--- src/rtl/pix_pair_packer.sv ---
// Packs consecutive RGB666 pixels into 36-bit pairs, tags each pair with its
// bank-1 write address and queues it in a small first-word-fall-through FIFO.
module pix_pair_packer #(
  parameter int H_PIX      = 640,
  parameter int V_LINES    = 480,
  parameter int FIFO_DEPTH = 4
) (
  input  logic        clk,
  input  logic        reset,
  input  logic        frame_start,
  input  logic        line_start,
  input  logic [17:0] pix_in,
  input  logic        pix_valid,
  output logic [35:0] two_pixel_vals,
  output logic [18:0] write_addr,
  output logic        out_valid,
  input  logic        out_ready,
  output logic        overflow
);

  localparam int          AW       = (FIFO_DEPTH > 1) ? $clog2(FIFO_DEPTH) : 1;
  localparam logic [9:0]  H_LIM    = 10'(H_PIX);
  localparam logic [9:0]  V_LIM    = 10'(V_LINES);
  localparam logic [AW:0] FULL_CNT = (AW+1)'(FIFO_DEPTH);

  typedef enum logic [1:0] {
    WAIT_SOF,
    EVEN,
    ODD
  } state_t;

  state_t      state, state_next, base_state;
  logic [9:0]  x, x_next, base_x;
  logic [9:0]  y, y_next, base_y;
  logic        line_pix, line_pix_next, base_line_pix;
  logic [17:0] held_pix;
  logic        accept;
  logic        push;
  logic [35:0] push_word;
  logic [18:0] push_addr;

  logic [35:0]   word_mem [FIFO_DEPTH];
  logic [18:0]   addr_mem [FIFO_DEPTH];
  logic [AW-1:0] wr_ptr, rd_ptr, rd_ptr_next;
  logic [AW:0]   count, count_next, count_after_pop;
  logic          pop, push_ok;

  // Frame/line markers take effect in the cycle they arrive, so a pixel
  // presented alongside them is judged against the realigned position.
  always_comb begin
    base_state    = state;
    base_x        = x;
    base_y        = y;
    base_line_pix = line_pix;
    if (frame_start) begin
      base_state    = EVEN;
      base_x        = '0;
      base_y        = '0;
      base_line_pix = 1'b0;
    end else if (line_start) begin
      base_x        = '0;
      base_line_pix = 1'b0;
      if (line_pix && (y < V_LIM)) begin
        base_y = y + 10'd1;
      end
      if (state != WAIT_SOF) begin
        base_state = EVEN;
      end
    end
    accept = pix_valid && (base_state != WAIT_SOF) && (base_x < H_LIM) && (base_y < V_LIM);
  end

  always_ff @(posedge clk) begin
    if (reset) begin
      state    <= WAIT_SOF;
      x        <= '0;
      y        <= '0;
      line_pix <= 1'b0;
    end else begin
      state    <= state_next;
      x        <= x_next;
      y        <= y_next;
      line_pix <= line_pix_next;
    end
  end

  always_comb begin
    state_next    = base_state;
    x_next        = base_x;
    y_next        = base_y;
    line_pix_next = base_line_pix;
    if (accept) begin
      x_next        = base_x + 10'd1;
      line_pix_next = 1'b1;
      state_next    = (base_state == EVEN) ? ODD : EVEN;
    end
  end

  // The second pixel of a pair sits at an odd x, so x[9:1] already names the pair.
  always_comb begin
    push      = accept && (base_state == ODD);
    push_word = {held_pix, pix_in};
    push_addr = {base_y, base_x[9:1]};
  end

  always_ff @(posedge clk) begin
    if (reset) begin
      held_pix <= '0;
    end else if (accept && (base_state == EVEN)) begin
      held_pix <= pix_in;
    end
  end

  always_comb begin
    out_valid   = (count != '0);
    pop         = out_valid && out_ready;
    push_ok     = push && ((count != FULL_CNT) || pop);
    rd_ptr_next = pop ? rd_ptr + 1'b1 : rd_ptr;
    count_after_pop = pop ? count - 1'b1 : count;
    unique case ({push_ok, pop})
      2'b10:   count_next = count + 1'b1;
      2'b01:   count_next = count - 1'b1;
      default: count_next = count;
    endcase
  end

  always_ff @(posedge clk) begin
    if (push_ok) begin
      word_mem[wr_ptr] <= push_word;
      addr_mem[wr_ptr] <= push_addr;
    end
  end

  // The head registers are loaded with whatever will be at the front next
  // cycle; a word pushed into an empty (or emptying) FIFO bypasses memory.
  always_ff @(posedge clk) begin
    if (reset) begin
      wr_ptr         <= '0;
      rd_ptr         <= '0;
      count          <= '0;
      overflow       <= 1'b0;
      two_pixel_vals <= '0;
      write_addr     <= '0;
    end else begin
      if (push_ok) begin
        wr_ptr <= wr_ptr + 1'b1;
      end
      rd_ptr <= rd_ptr_next;
      count  <= count_next;
      if (push && !push_ok) begin
        overflow <= 1'b1;
      end
      if (count_next != '0) begin
        if (count_after_pop == '0) begin
          two_pixel_vals <= push_word;
          write_addr     <= push_addr;
        end else begin
          two_pixel_vals <= word_mem[rd_ptr_next];
          write_addr     <= addr_mem[rd_ptr_next];
        end
      end
    end
  end

endmodule

--- config.mk ---
export PLATFORM = sky130hd
export DESIGN_NAME = pix_pair_packer
export DESIGN_NICKNAME = d
export VERILOG_FILES = /design/src/rtl/pix_pair_packer.sv
export SDC_FILE = /design/constraint.sdc
export NUM_CORES = 1
export LEC_CHECK = 0
export BUFFER_PORTS_ARGS = -buffer_cell sky130_fd_sc_hd__buf_4
export CORE_MARGIN = 2
export CORE_UTILIZATION = 60
export DETAILED_ROUTE_END_ITERATION = 10
export PLACE_DENSITY = 0.79
export SYNTH_ARGS = -nofsm -noshare
export SYNTH_HDL_FRONTEND = slang
export SYNTH_SLANG_ARGS = --single-unit
--- constraint.sdc ---
create_clock -name clk -period 4.75 [get_ports clk]
set_clock_uncertainty 0.2 [all_clocks]
set_input_delay 0.2375 -clock clk [delete_from_list [all_inputs] [get_ports clk]]
set_output_delay 0.2375 -clock clk [all_outputs]
set_load 0.005 [all_outputs]
==> summary.md, run 1 <==
| Metric | Value |
|---|---|
| Die area | `22900 µm²` |
| Clk buf depth | `3` |
| WHS Endpoint | `rd_ptr[0]$_SDFF_PP0_` |
| Total gr overflow | `0` |
| Setup crit end kind | `register` |
| Worst-path fanout max | `35` |
| Post-synthesis cell type count | `53` |
| Largest net degree at the start of global routing | `77` |
| Via density | `5.90` |
| DRT Pass-1 Iters | `5` |
| Ys async rst share | `0` |
| Top cells by area, synth | `edfxtp_1 51%, dfxtp_1 16%, mux4_2 9.5%` |
| Worst r2r src | `y[9]$_SDFF_PP0_` |
| Final Core Density | `0.716` |
| Max-cap viol count | `0` |
| Core Area | `21200 µm²` |
| Initial antenna violation count | `0` |
| Seq cells post-synth | `324` |
| Commonest non-fill, non-tap cells in the layout | `220 x edfxtp_1, 104 x dfxtp_1, 97 x nor2_1` |
| Slowest CP cell | `nor4_1` |
| RR Endpoint | `two_pixel_vals[10]$_SDFFE_PP0P_` |
| Sequential share of the synthesized area | `0.668` |
| CTS tree | `built` |
| Syn avg cell area | `14.9 µm²` |
| Leakage Power | `5.41 nW` |
| DR iter-0 viols | `499` |
| Crit path buf inv count | `3` |
| Filler cells | `1361` |
| Critical path, cell by cell | `nand4b_1 -> nor4_1 -> mux2i_1 -> inv_1 -> a31o_1 -> nor2_1 -> inv_1 -> ha_1 -> nor3b_1 -> o21ai_0 -> o211ai_1 -> a21o_4 -> buf_12 -> nor2_1 -> a211oi_1` |
| Top Family by Delay on Critical Path | `simple AND/OR/NAND/NOR gates` |
| Initial Utilization | `0.615` |
| First-pass GRT wire length | `39.7 mm` |
| Post-layout minimum cycle time | `4.32 ns` |
| Via count | `7466` |
| Fraction of layout cells with a size suffix above 1 | `0.219` |
| Syn nets | `908` |
| Setup Viol. Count Final | `0` |
| Clock Tree Root | `clkbuf_16` |
| Setup TNS | `0 ns` |
| Detailed-route DRC error count | `0` |
| Drt wl/cell | `19.8 µm` |
| Vias in the first global route | `7437` |
| Setup Crit Path Kind | `register to register` |
| Io pins | `81` |
| Antenna cells | `0` |
| Slowest cell delay on critical path | `0.46 ns` |
| Crit path required time | `4.99 ns` |
| Yosys top cell area share | `0.508` |
| Worst reg2reg path depth | `15` |
| Area Growth Syn to Fin | `16.5%` |
| Placer Congestion | `0.792` |
| EDFF count, synth | `220` |
| Cell type with the largest total area after synthesis | `edfxtp_1` |
| Tightest Hold Check Type | `primary input to register` |
| Buffers on Ports | `80` |
| Slew Viols, Final | `0` |
| Layout Nets | `1002` |
| Clk slew on worst S/H paths | `0.06 ns` |
| Num CTS Buffers | `31` |
| Post-route ant nets | `0` |
| Yosys warns | `0` |
| Die width | `151 µm` |
| Ys flop type | `edfxtp_1` |
| Gr usage total | `0.226` |
| Min-Delay Path Depth | `2` |
| RSZ-0062 raised after global routing | `no` |
| Worst Path Arrival | `4.56 ns` |
| Final count of hold timing violations | `0` |
| Synth Cell Area | `13000 µm²` |
| Post-DP HPWL | `14.6 mm` |
| Hold wc startpoint | `reset` |
| Die H | `151 µm` |
| Commonest non-fill, non-tap cell in the layout | `edfxtp_1` |
| R2r setup slk | `0.43 ns` |
| Final WL | `25.1 mm` |
| Slew margin rel. | `0.347` |
| Clock sinks | `324` |
| Row count | `53` |
| Status | `finished clean` |
| Fin crit share | `0.909` |
| Clock Latency Late Sink | `0.54 ns` |
| Worst-Margin Slew | `0.978 ns` |
| Startpoint types | `register` |
| Instance count on the critical path | `15` |
| H-tree Lvls | `1` |
| Post-Syn Instances | `873` |
| Max VDD drop | `0.299 mV` |
| Cell Pwr Density | `379 nW/µm²` |
| Fmax | `232 MHz` |
==> layout make-up <==
| cell class | count | area, µm² | area share |
|---|---|---|---|
| inverter | 25 | 93.8 | 0.00620 |
| sequential | 324 | 8690 | 0.574 |
| tap | 275 | 344 | 0.0227 |
| clock buffer | 39 | 836 | 0.0552 |
| timing repair buffer | 118 | 1030 | 0.0678 |
| clock inverter | 18 | 166 | 0.0110 |
| multi-input combinational | 467 | 3990 | 0.263 |
==> power by group <==
| group | total [mW] | internal (mW) | switching [mW] |
|---|---|---|---|
| registers | 3.06 | 3.03 | 0.0306 |
| logic | 0.261 | 0.124 | 0.137 |
| clock network | 2.41 | 1.40 | 1.01 |
| total | 5.74 | 4.56 | 1.17 |
==> stage by stage <==
stage / instances / setup WS (ns) / instance area (µm²) / hold WS [ns] / power [mW]
floorplan: 873 / 0.798 / 13000 / 0.136 / 3.27
global placement: 1188 / 0.756 / 13900 / 0.259 / 3.37
detailed placement: 1188 / 0.499 / 13900 / 0.260 / 3.37
CTS: 1266 / 0.446 / 15100 / 0.0279 / 5.77
global route: 1266 / 0.0372 / 15100 / 0.0641 / 5.91
finish: 1266 / 0.434 / 15100 / 0.0274 / 5.74
==> how the worst max path moves through the flow <==
stage	from	to	slack, ns
3_3_place_gp	y[9]$_SDFF_PP0_	two_pixel_vals[20]$_SDFFE_PP0P_	0.76
6_report	y[9]$_SDFF_PP0_	two_pixel_vals[10]$_SDFFE_PP0P_	0.43
3_5_place_dp	y[9]$_SDFF_PP0_	two_pixel_vals[10]$_SDFFE_PP0P_	0.50
4_1_cts	y[9]$_SDFF_PP0_	two_pixel_vals[10]$_SDFFE_PP0P_	0.45
2_1_floorplan	y[5]$_SDFF_PP0_	addr_mem[0][0]$_DFFE_PP_	0.80
5_1_grt	y[9]$_SDFF_PP0_	two_pixel_vals[20]$_SDFFE_PP0P_	0.04
==> logic make-up after synthesis <==
kind of cell / count (synthesis) / synth area share
xor+xnor: 7 / 0.00472
simple gates: 215 / 0.0818
buf+inv: 82 / 0.0300
compound gates: 121 / 0.0646
mux: 113 / 0.140
flops: 324 / 0.668
fa+ha+maj: 11 / 0.0106
==> cell usage after synthesis (all sizes together), types with 6 or more instances <==
master and n:
edfxtp 220, dfxtp 104, nor2 97, a211oi 58, mux2i 58, mux4 55, clkbuf 40, nand2b 39
a21oi 31, inv 25, buf 17, nand2 17, ha 11, nor3 11, nand3 9, and3 8
o21ai 8, and2 6
==> sequential cells by signal, indices dropped and copies added, names as in the netlist <==
register / cells
overflow: 1
rd_ptr: 2
word_mem: 144
two_pixel_vals: 36
addr_mem: 76
write_addr: 19
count: 3
held_pix: 18
x: 10
wr_ptr: 2
line_pix: 1
state: 2
y: 10
==> layer usage <==
layer | up-vias | track usage | share of wire
met5 | - | 0 | 0
met4 | 0 | 0.0570 | 0.019
met3 | 40 | 0.0316 | 0.043
met2 | 166 | 0.388 | 0.51
met1 | 3742 | 0.307 | 0.43
li1 | 3518 | - | -
==> what timing repair did <==
| item | 4_1_cts | 5_1_grt |
|---|---|---|
| hold buffers | 21 | 0 |
| gates resized for setup | 0 | 0 |
| buffers inserted | 0 | 0 |
| endpoints found under the hold margin | 116 | 0 |
Power figures use the tool's default switching activity.
==> inputs of run 2 (changes only) <==
--- a/config.mk
+++ b/config.mk
@@ -9,7 +9,7 @@
 export CORE_MARGIN = 2
 export CORE_UTILIZATION = 60
 export DETAILED_ROUTE_END_ITERATION = 10
-export PLACE_DENSITY = 0.79
+export PLACE_DENSITY = 0.85
 export SYNTH_ARGS = -nofsm -noshare
 export SYNTH_HDL_FRONTEND = slang
 export SYNTH_SLANG_ARGS = --single-unit
==> run 2 against run 1 <==
Compared with the run above:
- worst setup slack improved by 0.010 ns
- via count grew 3.1%
- worst hold slack better by 0.011 ns
- routed wire length grew 5.5%
- power decreased by 3.4%
- clock power fell by 8%
- register-to-register slack is essentially flat
- largest cell class unchanged
- critical path type unchanged
- count of clock-buffer cells in the layout increased by 7
- sequential share of layout area increased by 0.40 points
- utilization shrank 0.50 points
- non-clock buffer count is 3 lower
- global-route usage grew 0.69 points
==> summary.md, run 2 (synthesis results as in run 1) <==
| Metric | Value |
|---|---|
| Final WL | `26.5 mm` |
| Worst reg2reg path depth | `15` |
| Die H | `151 µm` |
| Crit path required time | `5.00 ns` |
| Post-DP HPWL | `14.7 mm` |
| Gr usage total | `0.233` |
| Max VDD drop | `0.295 mV` |
| Antenna cells | `0` |
| Clk slew on worst S/H paths | `0.06 ns` |
| Final count of hold timing violations | `0` |
| Clock Latency Late Sink | `0.56 ns` |
| Min-Delay Path Depth | `5` |
| Multi-input logic area | `3990 µm²` |
| Status | `finished clean` |
| Setup crit end kind | `register` |
| Fin crit share | `0.907` |
| Die width | `151 µm` |
| Clock sinks | `324` |
| Worst r2r src | `y[5]$_SDFF_PP0_` |
| Total gr overflow | `0` |
| CTS tree | `built` |
| Filler cells | `1286` |
| Num CTS Buffers | `30` |
| Hold wc startpoint | `pix_valid` |
| Setup Crit Path Kind | `register to register` |
| Commonest non-fill, non-tap cells in the layout | `220 x edfxtp_1, 104 x dfxtp_1, 97 x nor2_1` |
| Vias in the first global route | `7690` |
| Setup TNS | `0 ns` |
| Slew margin rel. | `0.345` |
| Placer Congestion | `0.813` |
| Fraction of layout cells with a size suffix above 1 | `0.210` |
| Design area | `15000 µm²` |
| Post-route ant nets | `0` |
| Max FFs per register | `144` |
| R2r setup slk | `0.44 ns` |
| Worst Path Arrival | `4.55 ns` |
| Clk buf depth | `3` |
| Post-layout minimum cycle time | `4.31 ns` |
| Largest regs | `word_mem x144, addr_mem x76, two_pixel_vals x36` |
| Buffers on Ports | `80` |
| Io pins | `81` |
| Setup Viol. Count Final | `0` |
| Max-cap viol count | `0` |
| Clock Tree Root | `clkbuf_16` |
| Largest net degree at the start of global routing | `83` |
| Startpoint types | `register` |
| DRT Pass-1 Iters | `5` |
| DR iter-0 viols | `694` |
| Worst-Margin Slew | `0.980 ns` |
| Cell Pwr Density | `369 nW/µm²` |
| Area after DPL | `13900 µm²` |
| Post-route insts no fill | `1263` |
| H-tree Lvls | `1` |
| Die area | `22900 µm²` |
| Drt wl/cell | `21.0 µm` |
| Layout Nets | `999` |
| Via density | `6.09` |
| Commonest non-fill, non-tap cell in the layout | `edfxtp_1` |
| Core Area | `21200 µm²` |
| Placed Cells incl. Taps | `1184` |
| RSZ-0062 raised after global routing | `no` |
| Initial Utilization | `0.615` |
| Via count | `7696` |
| Worst-path fanout max | `46` |
| Area Growth Syn to Fin | `15.6%` |
| Pwr Total | `5.54 mW` |
| WHS Endpoint | `wr_ptr[1]$_SDFFE_PP0P_` |
| Leakage Power | `5.35 nW` |
| First-pass GRT wire length | `41.0 mm` |
| Slew Viols, Final | `0` |
| Row count | `53` |
| RR Endpoint | `two_pixel_vals[18]$_SDFFE_PP0P_` |
| Fmax | `232 MHz` |
| Detailed-route DRC error count | `0` |
| Reg with most FFs | `word_mem` |
| FF/Latch Area | `8690 µm²` |
| Initial antenna violation count | `0` |
| Tightest Hold Check Type | `primary input to register` |
## run 2: cell count changes in the layout (fill, tap and decap cells not counted), sizes merged
cell | before | now
bufinv | 3 | 0
a21o | 3 | 4
buf | 97 | 94
clkinv | 13 | 9
clkbuf | 39 | 46
clkinvlp | 2 | 1
## run 2: metrics by stage
| stage | setup WS [ns] | hold WS [ns] | util |
|---|---|---|---|
| 6_report | 0.444 | 0.0386 | 0.711 |
| 5_1_grt | 0.0874 | 0.0817 | 0.711 |
| 4_1_cts | 0.382 | 0.0111 | 0.710 |
| 3_5_place_dp | 0.411 | 0.261 | 0.658 |
| 3_3_place_gp | 0.683 | 0.260 | 0.658 |
| 2_1_floorplan | 0.798 | 0.136 | - |
## run 2: power by group
part           switching, mW  internal, mW  leakage (nW)
Sequential            0.0321          3.03          3.01
Clock                  0.983          1.23         0.435
Combinational          0.141         0.123          1.91
Total                   1.16          4.39          5.35
## run 2: layer usage
metal / track usage / part of all wire / vias up / routed length (µm)
met4: 0.0706 / 0.024 / 0 / 646
met2: 0.400 / 0.51 / 273 / 13500
met5: 0 / 0 / - / 0
met1: 0.313 / 0.41 / 3876 / 10800
li1: - / - / 3503 / -
met3: 0.0304 / 0.056 / 44 / 1490
## run 2: worst max path at each step
stage	cells past startpoint	from	slack, ns	endpoint
2_1_floorplan	8	y[5]$_SDFF_PP0_	0.80	addr_mem[0][0]$_DFFE_PP_
3_3_place_gp	15	y[9]$_SDFF_PP0_	0.68	two_pixel_vals[29]$_SDFFE_PP0P_
3_5_place_dp	15	y[9]$_SDFF_PP0_	0.41	two_pixel_vals[19]$_SDFFE_PP0P_
4_1_cts	15	y[5]$_SDFF_PP0_	0.38	two_pixel_vals[18]$_SDFFE_PP0P_
5_1_grt	15	y[9]$_SDFF_PP0_	0.09	two_pixel_vals[18]$_SDFFE_PP0P_
6_report	15	y[5]$_SDFF_PP0_	0.44	two_pixel_vals[18]$_SDFFE_PP0P_
## run 2: worst max-delay path: stages (launching register included)
cell,delay (ns)
dfxtp_1,0.38
and4_1,0.33
nor4_1,0.33
mux2i_1,0.32
inv_1,0.15
a31o_1,0.38
nor2_1,0.20
inv_1,0.07
ha_1,0.40
nor3b_1,0.22
o21ai_0,0.12
o211ai_1,0.16
a21o_4,0.33
buf_12,0.25
nor2_1,0.10
a211oi_1,0.24
## run 2: area by class of cell
cell class	instances	share of cell area
flip-flops and latches	324	0.578
inverters	25	0.00624
well taps	275	0.0229
clock buffers	46	0.0567
repair buffers	115	0.0676
multi-input cells	468	0.266
clock inverters	10	0.00308
## run 2: repair_timing
item	in CTS	in global routing
hold buffers	21	0
resized for setup	0	0
buffers inserted	0	1
endpoints found under the hold margin	117	0
endpoints found under the setup margin	0	4
